## config.mk

```make
export PLATFORM = sky130hd
export DESIGN_NAME = neuron_layer_sequencer
export DESIGN_NICKNAME = d
export VERILOG_FILES = /design/src/rtl/neuron_layer_sequencer.sv
export SDC_FILE = /design/constraint.sdc
export NUM_CORES = 1
export LEC_CHECK = 0
export BUFFER_PORTS_ARGS = -buffer_cell sky130_fd_sc_hd__buf_2
export CAP_MARGIN = 20
export CORE_ASPECT_RATIO = 1.2
export CORE_MARGIN = 10
export CORE_UTILIZATION = 48
export CTS_BUF_LIST = sky130_fd_sc_hd__clkbuf_8
export DETAILED_ROUTE_END_ITERATION = 10
export MAX_ROUTING_LAYER = met4
export PLACE_DENSITY = 0.83
export SLEW_MARGIN = 20
export SYNTH_ARGS = -nofsm -noshare
export SYNTH_HDL_FRONTEND = slang
export SYNTH_SLANG_ARGS = --single-unit
```

## constraint.sdc

```tcl
create_clock -name clk -period 1.81 [get_ports clk]
set_input_delay 0.2715 -clock clk [delete_from_list [all_inputs] [get_ports clk]]
set_output_delay 0.2715 -clock clk [all_outputs]
set_load 0.01 [all_outputs]
```

## src/rtl/neuron_layer_sequencer.sv

```systemverilog
// neuron_layer_sequencer: walks one shared Neuron over every neuron of a layer.
// Optional macro NEURON_SEQ_TIMEOUT_EN adds a WAIT watchdog and a sticky err flag.
module neuron_layer_sequencer #(
   parameter int NUM_NEURONS = 8,
   parameter int NUM_INPUTS  = 9,
   parameter int IN_W        = 9,
   parameter int TIMEOUT     = 64
) (
   input  logic                             clk,
   input  logic                             rst_n,
   input  logic                             start_,
   input  logic [NUM_INPUTS*IN_W-1:0]       inputs,
   output logic                             busy,
   output logic                             end_,
   output logic [NUM_NEURONS-1:0]           outs,
   output logic                             err,
   output logic                             n_start_,
   output logic [$clog2(NUM_NEURONS)-1:0]   n_sel,
   output logic [NUM_INPUTS*IN_W-1:0]       n_inputs,
   input  logic                             n_out,
   input  logic                             n_end_
);

   localparam int IDX_W = $clog2(NUM_NEURONS);
   localparam int VEC_W = NUM_INPUTS * IN_W;
   localparam logic [IDX_W-1:0] LAST = IDX_W'(NUM_NEURONS - 1);

   if (NUM_NEURONS < 2 || TIMEOUT < 1) begin : g_param_check
      $error("neuron_layer_sequencer: NUM_NEURONS >= 2 and TIMEOUT >= 1");
   end

   typedef enum logic [1:0] {
      S_IDLE  = 2'd0,
      S_ISSUE = 2'd1,
      S_WAIT  = 2'd2,
      S_DONE  = 2'd3
   } state_t;

   state_t             state_q;
   state_t             state_d;
   logic [IDX_W-1:0]   idx_q;
   logic [NUM_NEURONS-1:0] outs_q;
   logic [VEC_W-1:0]   inputs_q;
   logic               hit;
   logic               res;
   logic               accept;

   assign accept = (state_q == S_IDLE) && start_;

`ifdef NEURON_SEQ_TIMEOUT_EN
   localparam int CNT_W = $clog2(TIMEOUT + 1);

   logic [CNT_W-1:0] cnt_q;
   logic             err_q;
   logic             expire;

   assign expire = (state_q == S_WAIT) && !n_end_ &&
                   (cnt_q == CNT_W'(TIMEOUT - 1));
   assign hit    = n_end_ || expire;
   assign res    = n_end_ & n_out;
   assign err    = err_q;

   // Count consecutive WAIT cycles; restarts for every issued neuron
   always_ff @(posedge clk or negedge rst_n) begin
      if (!rst_n) begin
         cnt_q <= '0;
      end else if (state_q == S_ISSUE) begin
         cnt_q <= '0;
      end else if (state_q == S_WAIT) begin
         cnt_q <= cnt_q + 1'b1;
      end
   end

   // Sticky watchdog flag, cleared only by a new accepted layer
   always_ff @(posedge clk or negedge rst_n) begin
      if (!rst_n) begin
         err_q <= 1'b0;
      end else if (accept) begin
         err_q <= 1'b0;
      end else if (expire) begin
         err_q <= 1'b1;
      end
   end
`else
   assign hit = n_end_;
   assign res = n_out;
   assign err = 1'b0;
`endif

   // State register
   always_ff @(posedge clk or negedge rst_n) begin
      if (!rst_n) begin
         state_q <= S_IDLE;
      end else begin
         state_q <= state_d;
      end
   end

   // Next-state decode
   always_comb begin
      state_d = state_q;
      unique case (state_q)
         S_IDLE:  if (start_) state_d = S_ISSUE;
         S_ISSUE: state_d = S_WAIT;
         S_WAIT: begin
            if (hit) begin
               state_d = (idx_q == LAST) ? S_DONE : S_ISSUE;
            end
         end
         S_DONE:  state_d = S_IDLE;
         default: state_d = S_IDLE;
      endcase
   end

   // Latch layer inputs, step the neuron index and collect results
   always_ff @(posedge clk or negedge rst_n) begin
      if (!rst_n) begin
         idx_q    <= '0;
         outs_q   <= '0;
         inputs_q <= '0;
      end else if (accept) begin
         idx_q    <= '0;
         outs_q   <= '0;
         inputs_q <= inputs;
      end else if (state_q == S_WAIT && hit) begin
         outs_q[idx_q] <= res;
         if (idx_q != LAST) begin
            idx_q <= idx_q + 1'b1;
         end
      end
   end

   assign busy     = (state_q != S_IDLE);
   assign n_start_ = (state_q == S_ISSUE);
   assign end_     = (state_q == S_DONE);
   assign n_sel    = idx_q;
   assign n_inputs = inputs_q;
   assign outs     = outs_q;

endmodule

```

==> flow_summary.ini, run 1 <==
[finish]
syn2layout_area_growth_pct = 32.3
antenna_cells = 0
num-nets-final = 515
drive_above_1_share_pct = 66.2
final_util_pct = 64.7
multiInputGateArea_um2 = 1310
fillers = 610
area.sequential_um2 = 2350

[setup_path]
crit_chain = or3b_4, buf_12, mux2_4
crit_path_end_kind = register
cp_max_fo = 55
max_stage_delay_ps = 480
crit_arrival_ps = 1850
start_kind = register
crit_type = register to register
critPathSlowestCell = dfrtp_1
crit_required_ps = 2040
reg2reg_depth = 3

[power]
p_per_area_nw_per_um2 = 1690
vdd_ir_drop_max_mv = 1.22
leakage_nw = 2.55

[detailed_routing]
ant_nets = 0
routed-via-count = 2606
drt_first_pass_iters = 4
vias_per_cell = 4.97
drcViolationCount = 0
wl_per_cell_um = 17.8
drtIter0Drc = 62
wl_mm = 9.31

[cts]
clockRootBuffer = clkbuf_8
clockBufferDepth = 2
cts_htree_levels = 3
clkTransAtPathRegs_ps = 100
numCtsBuffers = 9
cts_tree = built
cts_sinks = 94
clkLatencyLatePin_ps = 340
post-cts-setup-buffer-count = 0

[timing]
maxSlewViolCount = 0
tightest_slew_ps = 653
clock.fmax_ghz = 0.616
fin_crit_sh_pct = 89.7
rsz0062_at_grt = false
setup-tns-final_ps = 0
slew_headroom_pct = 55.9
setup_violations = 0
hold_viol = 0
finalClockSkew_ps = 13.4
fin_crit_ps = 1620

[placement]
dp_hpwl_mm = 7.42
place_congestion = 0.801
io_buffers = 180

[run]
cap_violations = 0

[floorplan]
die_area_um2 = 11800
rows = 35
die_h_um = 117
start_util_pct = 48.9
die_x_um = 101
core_um2 = 7660
io_pins = 182

[grt]
grt_max_degree = 56
grtUsageMet1_pct = 16.9
grt_util_all_layers_pct = 16.2
grt_pass1_wl_mm = 14.8
grt_use_met2_pct = 28.3
grt_overflow = 0
grt_util_met3_pct = 4.29
grt_pass1_vias = 2928
busiest_layer = met2
grt_antenna_before_repair = 0

[outcome]
outcome = finished, final reports clean

[worst_hold_path]
hp-class = primary input to register
whs_path_depth = 2

[yosys]
synth_ff_type = dfrtp_1
async_flop_share_pct = 100
yosys_warnings = 0
synthCells = 241
synth_edf_count = 0
ys_types = 31
syn_area_um2 = 3750
syn_avg_cell_area_um2 = 15.6
synth_seq_cells = 94
synth.net_count = 329
ys_seq_area_share_pct = 62.8
[cell families (layout without fill, tap and decap cells)]
logic type	count (synthesis)	count (layout)	synth area share [%]
xor gates and xnor gates	1	1	0.234
and+or+nand+nor	32	32	4.91
muxes	86	86	27.0
other	1	1	0.100
adders and majority gates	2	2	0.667
DFF	94	94	62.8
buffers and inverters	14	205	2.37
AOI/OAI and AO/OA	11	11	2.00
[cells in the final DEF, fill, tap and decap left out, drive strengths merged]
master       netlist  final
nor2               6      6
nand3              4      4
a21oi              2      2
o311ai             2      2
a21o               1      1
xnor2              1      1
inv                1      3
buf               12    187
o21ai              2      2
and2               1      1
conb               1      1
and4bb             1      1
nor2b              4      4
or2                1      1
mux2i              5      5
nand2b             2      2
clkbuf             1      9
ha                 2      2
o31ai              2      2
nand4bb            1      1
dfrtp             94     94
nand4b             1      1
nor4bb             1      1
and4b              1      1
or3b               1      1
clkinv             0      3
mux2              81     81
nand2              8      8
o211ai             2      2
dlygate4sd3        0      1
clkinvlp           0      2
[cell usage after synthesis, types with 2 or more instances]
cell type | instances | area share, %
o21ai_0 | 2 | 0.27
nor2b_1 | 4 | 0.67
o311ai_0 | 2 | 0.47
ha_1 | 2 | 0.67
o31ai_1 | 2 | 0.40
dfrtp_1 | 94 | 63
nor2_1 | 6 | 0.60
mux2_4 | 13 | 5.2
buf_6 | 3 | 0.90
nand3_1 | 4 | 0.53
nand2b_1 | 2 | 0.33
a21oi_1 | 2 | 0.27
nand2_1 | 8 | 0.80
buf_2 | 8 | 1.1
mux2i_1 | 5 | 1.3
o211ai_1 | 2 | 0.40
mux2_2 | 68 | 20
[critical path: cells and delay by family, from the launching register on]
kind	cells	cell delay, ps
DFF	1	480
and+or+nand+nor	1	470
muxes	1	330
buffers and inverters	1	200
[where the power goes]
group | internal, mW | switching, mW
Sequential | 3.08 | 0.484
Clock | 0.502 | 0.717
Combinational | 1.88 | 1.69
Total | 5.47 | 2.89
[final cells by class]
| class | instances | area share (%) |
|---|---|---|
| Multi-Input combinational cell | 133 | 26.4 |
| Clock buffer | 9 | 2.50 |
| Timing Repair Buffer | 188 | 20.2 |
| Sequential cell | 94 | 47.4 |
| Inverter | 1 | 0.0757 |
| Clock inverter | 7 | 1.01 |
| Tap cell | 92 | 2.32 |
[repair_timing]
action	CTS	global route
hold endpoints to repair	11	0
hold buffers	1	0
resized for setup	0	0
[routing by layer]
metal  up-vias  routed length [um]
met5         -                   0
met4         0                 231
met3        16                 715
met2       117                5010
met1      1255                3350
li1       1218                   -
[registers in the layout (all words and copies together) (netlist names)]
register  count
n_inputs     81
n_sel         3
outs          8
state_q       2
[path summary, 6_finish.rpt]
check | startpoint | to | slack, ps
worst max-delay path | state_q[0] | n_inputs[49] | 190
worst min register to register | n_inputs[1] | n_inputs[1] | 500
min in group asynchronous | rst_n | n_inputs[12] | 310
max in group asynchronous | rst_n | n_inputs[1] | 900
worst min-delay path | inputs[42] | n_inputs[42] | 150
worst max register to register | state_q[0] | n_inputs[49] | 190
[stage by stage]
stage	instances	hold WS (ps)	worst slack, ps	instance area [um2]	power (mW)
final	524	148	186	4960	8.36
after global routing	524	123	125	4960	8.98
after detailed placement	507	131	213	4770	7.28
after CTS	524	128	189	4960	8.51
after global placement	507	128	252	4770	7.09
after floorplan	241	-24.1	267	3750	5.66
Power figures use the tool's default switching activity.
==> run 2, diff against run 1 <==
- CORE_UTILIZATION: 48 -> 43
- PLACE_DENSITY: 0.83 -> 0.78
- clock period: 1.81 -> 1.4 ns (I/O delays scaled with it)
==> run 2 against run 1 <==
Utilization shrank 3.8 points. Via count increased by 2.6%. Clock skew fell by 6.4 ps. Die area up 9.4%. Non-clock buffer count up 12. The run now ends with setup timing left. Critical path depth up 1. Routed wire length increased by 7.1%. First-iteration DRC count decreased by 9.7%. Highest routed layer unchanged. Sequential power grew 29%. Largest power group unchanged. Count of clock-buffer cells in the layout rose by 1. Global-route usage decreased by 0.86 points.
==> flow_summary.ini, run 2 (synthesis gave the netlist of run 1 again) <==
[setup_path]
crit_chain = buf_4, or3b_4, buf_12, mux2_4
crit_type = register to register
cp_max_fo = 46
start_kind = register
r2r-end = n_inputs[50]
max_stage_delay_ps = 400
r2r_setup_slack_ps = -210
critPathBufInv = 2
crit_arrival_ps = 1840
reg2reg_depth = 4
critPathSlowestCell = dfrtp_1
crit_path_end_kind = register
rr_startpoint = state_q[0]
crit_required_ps = 1630
critical_path.top_delay_family = flip-flops

[detailed_routing]
vias_per_cell = 4.77
wl_per_cell_um = 17.8
drcViolationCount = 0
ant_nets = 0
wl_mm = 9.97
drtIter0Drc = 56
drt_first_pass_iters = 4
routed-via-count = 2675

[placement]
io_buffers = 180
place_congestion = 0.790
dp_hpwl_mm = 7.58
pre_cts_slack_ps = -76.4
place_inst = 538
post_dp_cell_area_um2 = 4890

[grt]
grt_pass1_wl_mm = 15.2
grt_max_degree = 53
grt_antenna_before_repair = 0
grt_pass1_vias = 2858
grt_overflow = 0
grt_util_all_layers_pct = 15.3

[timing]
setup_ws_ps = -209
clock.fmax_ghz = 0.621
fin_crit_sh_pct = 115
finalClockSkew_ps = 6.95
setup_violations = 92
rsz0062_at_grt = true
timing.hold.ws_ps = 81.7
maxSlewViolCount = 0
fin_crit_ps = 1610
hold_viol = 0

[finish]
antenna_cells = 0
stdcell_area_um2 = 5210
layout.cells.most_common_list = 176 x buf_2, 92 x dfrtp_1, 68 x mux2_2
largest_reg_flops = 81
num-nets-final = 527
final_common_cell = buf_2
drive_above_1_share_pct = 70.0
instances_no_fill = 561
syn2layout_area_growth_pct = 39.1

[floorplan]
core_um2 = 8560
rows = 37
start_util_pct = 43.8
die_x_um = 105
io_pins = 182
die_h_um = 122
die_area_um2 = 12900

[power]
leakage_nw = 2.63
p_sw_mw = 3.86
pwr-share-comb_pct = 45.2
p_per_area_nw_per_um2 = 2160
p_sw_share_pct = 34.3
p_int_mw = 7.41
vdd_ir_drop_max_mv = 1.04
p_seq_share_pct = 40.9
clkPwrFrac_pct = 13.9

[cts]
numCtsBuffers = 9
cts_sinks = 94
clkTransAtPathRegs_ps = 90
cts_htree_levels = 3
clockBufferDepth = 2
clockRootBuffer = clkbuf_8
cts_tree = built
clkLatencyLatePin_ps = 350

[worst_hold_path]
hold_path_end = n_inputs[19]
whs_path_depth = 2
hp-class = primary input to register
hp-start = inputs[19]

[outcome]
outcome = complete, but fails checks
violations = setup timing

[run]
cap_violations = 0
run 2: how the worst max path moves through the flow:
stage	startpoint	endpoint	slack (ps)	cells after the start
floorplan	state_q[1]	n_inputs[42]	-140	5
global placement	state_q[1]	n_inputs[42]	-50	3
finish	state_q[0]	n_inputs[50]	-210	4
global route	state_q[0]	n_inputs[50]	-240	4
detailed placement	state_q[1]	n_inputs[50]	-80	3
CTS	state_q[0]	n_inputs[50]	-200	4
run 2: final cells by class:
cell class	instances	area, um2
Timing Repair Buffer	200	1140
Inverter	1	3.75
Sequential cell	94	2350
Clock buffer	10	138
Fill cell	687	3350
Clock inverter	6	31.3
Multi-Input combinational cell	133	1400
Tap cell	117	146
run 2: power by group through the flow:
stage | Sequential [mW] | Combinational (mW) | Clock, mW
CTS | 4.62 | 5.12 | 1.62
global placement | 4.57 | 4.71 | 0
floorplan | 5.30 | 2.09 | 0
global route | 4.77 | 5.47 | 1.77
detailed placement | 4.67 | 4.86 | 0
finish | 4.61 | 5.10 | 1.56
run 2: what timing repair did:
action                                 4_1_cts  5_1_grt
setup endpoints to repair                   88       94
setup buffers                                5        1
gates cloned                                 0        0
endpoints found under the hold margin       94        0
pin swaps                                    6        6
hold buffers                                 1        0
gates resized for setup                     16        6
run 2: metrics by stage:
step | util (%) | setup TNS (ps) | power, mW
2_1_floorplan | - | -3100 | 7.39
3_3_place_gp | 57.1 | -1370 | 9.29
3_5_place_dp | 57.1 | -3170 | 9.54
4_1_cts | 60.5 | -13600 | 11.4
5_1_grt | 60.9 | -17140 | 12.0
6_report | 60.9 | -13710 | 11.3
run 2: routing by layer:
metal / global-route usage [%] / vias to the layer above / part of all wire (%)
met2: 26.2 / 93 / 55
li1: - / 1238 / -
met1: 16.7 / 1333 / 37
met5: - / - / 0
met4: 6.10 / 0 / 1.3
met3: 4.25 / 11 / 6.0
==> run 3, diff against run 2 <==
- BUFFER_PORTS_ARGS: -buffer_cell sky130_fd_sc_hd__buf_2 -> not set
- CORE_UTILIZATION: 43 -> 35
- DONT_BUFFER_PORTS: not set -> 1
- PLACE_DENSITY: 0.78 -> not set
- clock period: 1.4 -> 1.35 ns (I/O delays scaled with it)
==> run 3 against run 2 <==
The flow finishes with violations (hold timing, setup timing). Final cell count down 15%. Clock power rose by 7%. Critical endpoint is now n_inputs[58]. Design area fell by 1.5%.
==> flow_summary.ini, run 3 (synthesis gave the netlist of run 1 again) <==
[outcome]
outcome = complete, but fails checks
violations = hold timing, setup timing

[cts]
cts_htree_levels = 3
cts_tree = built
cts_hold_buf = 84
clockRootBuffer = clkbuf_8
cts_sinks = 94
clkLatencyLatePin_ps = 350
clockBufferDepth = 2
numCtsBuffers = 9
clkTransAtPathRegs_ps = 90

[floorplan]
rows = 41
die_h_um = 133
io_pins = 182
die_area_um2 = 15300
core_um2 = 10500
die_x_um = 114
start_util_pct = 35.6

[finish]
instances_no_fill = 475
layout.cells.most_common_list = 92 x dfrtp_1, 84 x dlygate4sd3_1, 68 x mux2_2
drive_above_1_share_pct = 37.7
syn2layout_area_growth_pct = 36.9
stdcell_area_um2 = 5130
final_common_cell = dfrtp_1
largest_reg_flops = 81
num-nets-final = 428
final_util_pct = 48.8
fillers = 917

[grt]
grt_pass1_vias = 2713
grt_util_all_layers_pct = 13.0
grt_max_degree = 95
grt_overflow = 0
grt_pass1_wl_mm = 15.2
grt_antenna_before_repair = 1

[detailed_routing]
drtIter0Drc = 53
wl_met1_mm = 3.32
drcViolationCount = 0
wl_met2_mm = 5.29
wl_per_cell_um = 20.6
highest_layer = met4
wl_mm = 9.76
ant_nets = 0
routed-via-count = 2292
dr_wl_met3_mm = 1.05
drt_first_pass_iters = 4
vias_per_cell = 4.83

[setup_path]
crit_required_ps = 1580
crit_arrival_ps = 1700
max_stage_delay_ps = 430
start_kind = register
cp_max_fo = 41
critPathBufInv = 1
critPathSlowestCell = or3b_4
crit_type = register to register
crit_path_start = state_q[1]
crit_path_end_kind = register
critical_path.top_delay_family = simple AND/OR/NAND/NOR gates
crit_chain = or3b_4, buf_12, mux2_2
rr_startpoint = state_q[1]

[worst_hold_path]
hp-class = primary input to async pin

[run]
cap_violations = 0

[placement]
pre_cts_slack_ps = -110
post_dp_cell_area_um2 = 3960
dp_hpwl_mm = 6.52
place_inst = 367
place_congestion = 0.720
io_buffers = 0

[power]
leakage_nw = 2.23
finalPower_mw = 10.6
p_per_area_nw_per_um2 = 2070
vdd_ir_drop_max_mv = 1.20

[timing]
setup_ws_ps = -128
fin_crit_ps = 1480
setup_violations = 88
rsz0062_at_grt = true
finalClockSkew_ps = 12.9
clock.fmax_ghz = 0.676
maxSlewViolCount = 0
hold_viol = 94
timing.hold.ws_ps = -464
setup-tns-final_ps = -8840
fin_crit_sh_pct = 109
==> run 3: changes by cell type in the layout (fill, tap and decap cells not counted), sizes merged <==
cell	change
diode	+1
inv	-1
dlygate4sd3	+83
clkinv	+1
buf	-182
==> run 3: timing repair <==
item	4_1_cts	5_1_grt
buffers inserted	2	5
endpoints found under the setup margin	89	94
gates cloned	0	0
resized for setup	13	10
pin swaps	5	6
hold endpoints to repair	184	94
==> run 3: per-layer routing <==
layer | global-route usage (%) | vias to the layer above
met5 | - | -
met4 | 4.11 | 0
met3 | 5.66 | 8
met2 | 21.7 | 96
met1 | 13.3 | 1146
li1 | - | 1042
==> run 3: worst paths after layout <==
check / end / slack (ps) / cells past startpoint
max: n_inputs[58] / -130 / 3
min: n_inputs[27] / -460 / 0
max reg2reg: n_inputs[58] / -130 / 3
min reg2reg: n_inputs[30] / 590 / 1
max in group asynchronous: n_sel[1] / 1680 / 0
min in group clk: state_q[1] / 60 / 2
==> run 3: where the power goes <==
group	internal, mW	leakage, nW	switching, mW
clock network	0.714	0.0899	0.955
registers	4.15	1.12	1.70
logic	2.02	1.02	1.09
total	6.89	2.23	3.74
==> run 3: worst reg2reg max path, cell delays in order (launching register included) <==
cell	delay [ps]
dfrtp_1	390
or3b_4	430
buf_12	200
mux2_2	340
==> run 3: final cells by class <==
| class | instances | area, um2 | share of cell area (%) |
|---|---|---|---|
| antenna | 1 | 2.50 | 0.0487 |
| sequential | 94 | 2350 | 45.9 |
| inverter | 1 | 3.75 | 0.0731 |
| clock inverter | 6 | 37.5 | 0.731 |
| multi-input combinational | 133 | 1410 | 27.5 |
| tap | 129 | 161 | 3.14 |
| clock buffer | 10 | 138 | 2.68 |
| timing repair buffer | 101 | 1020 | 19.9 |
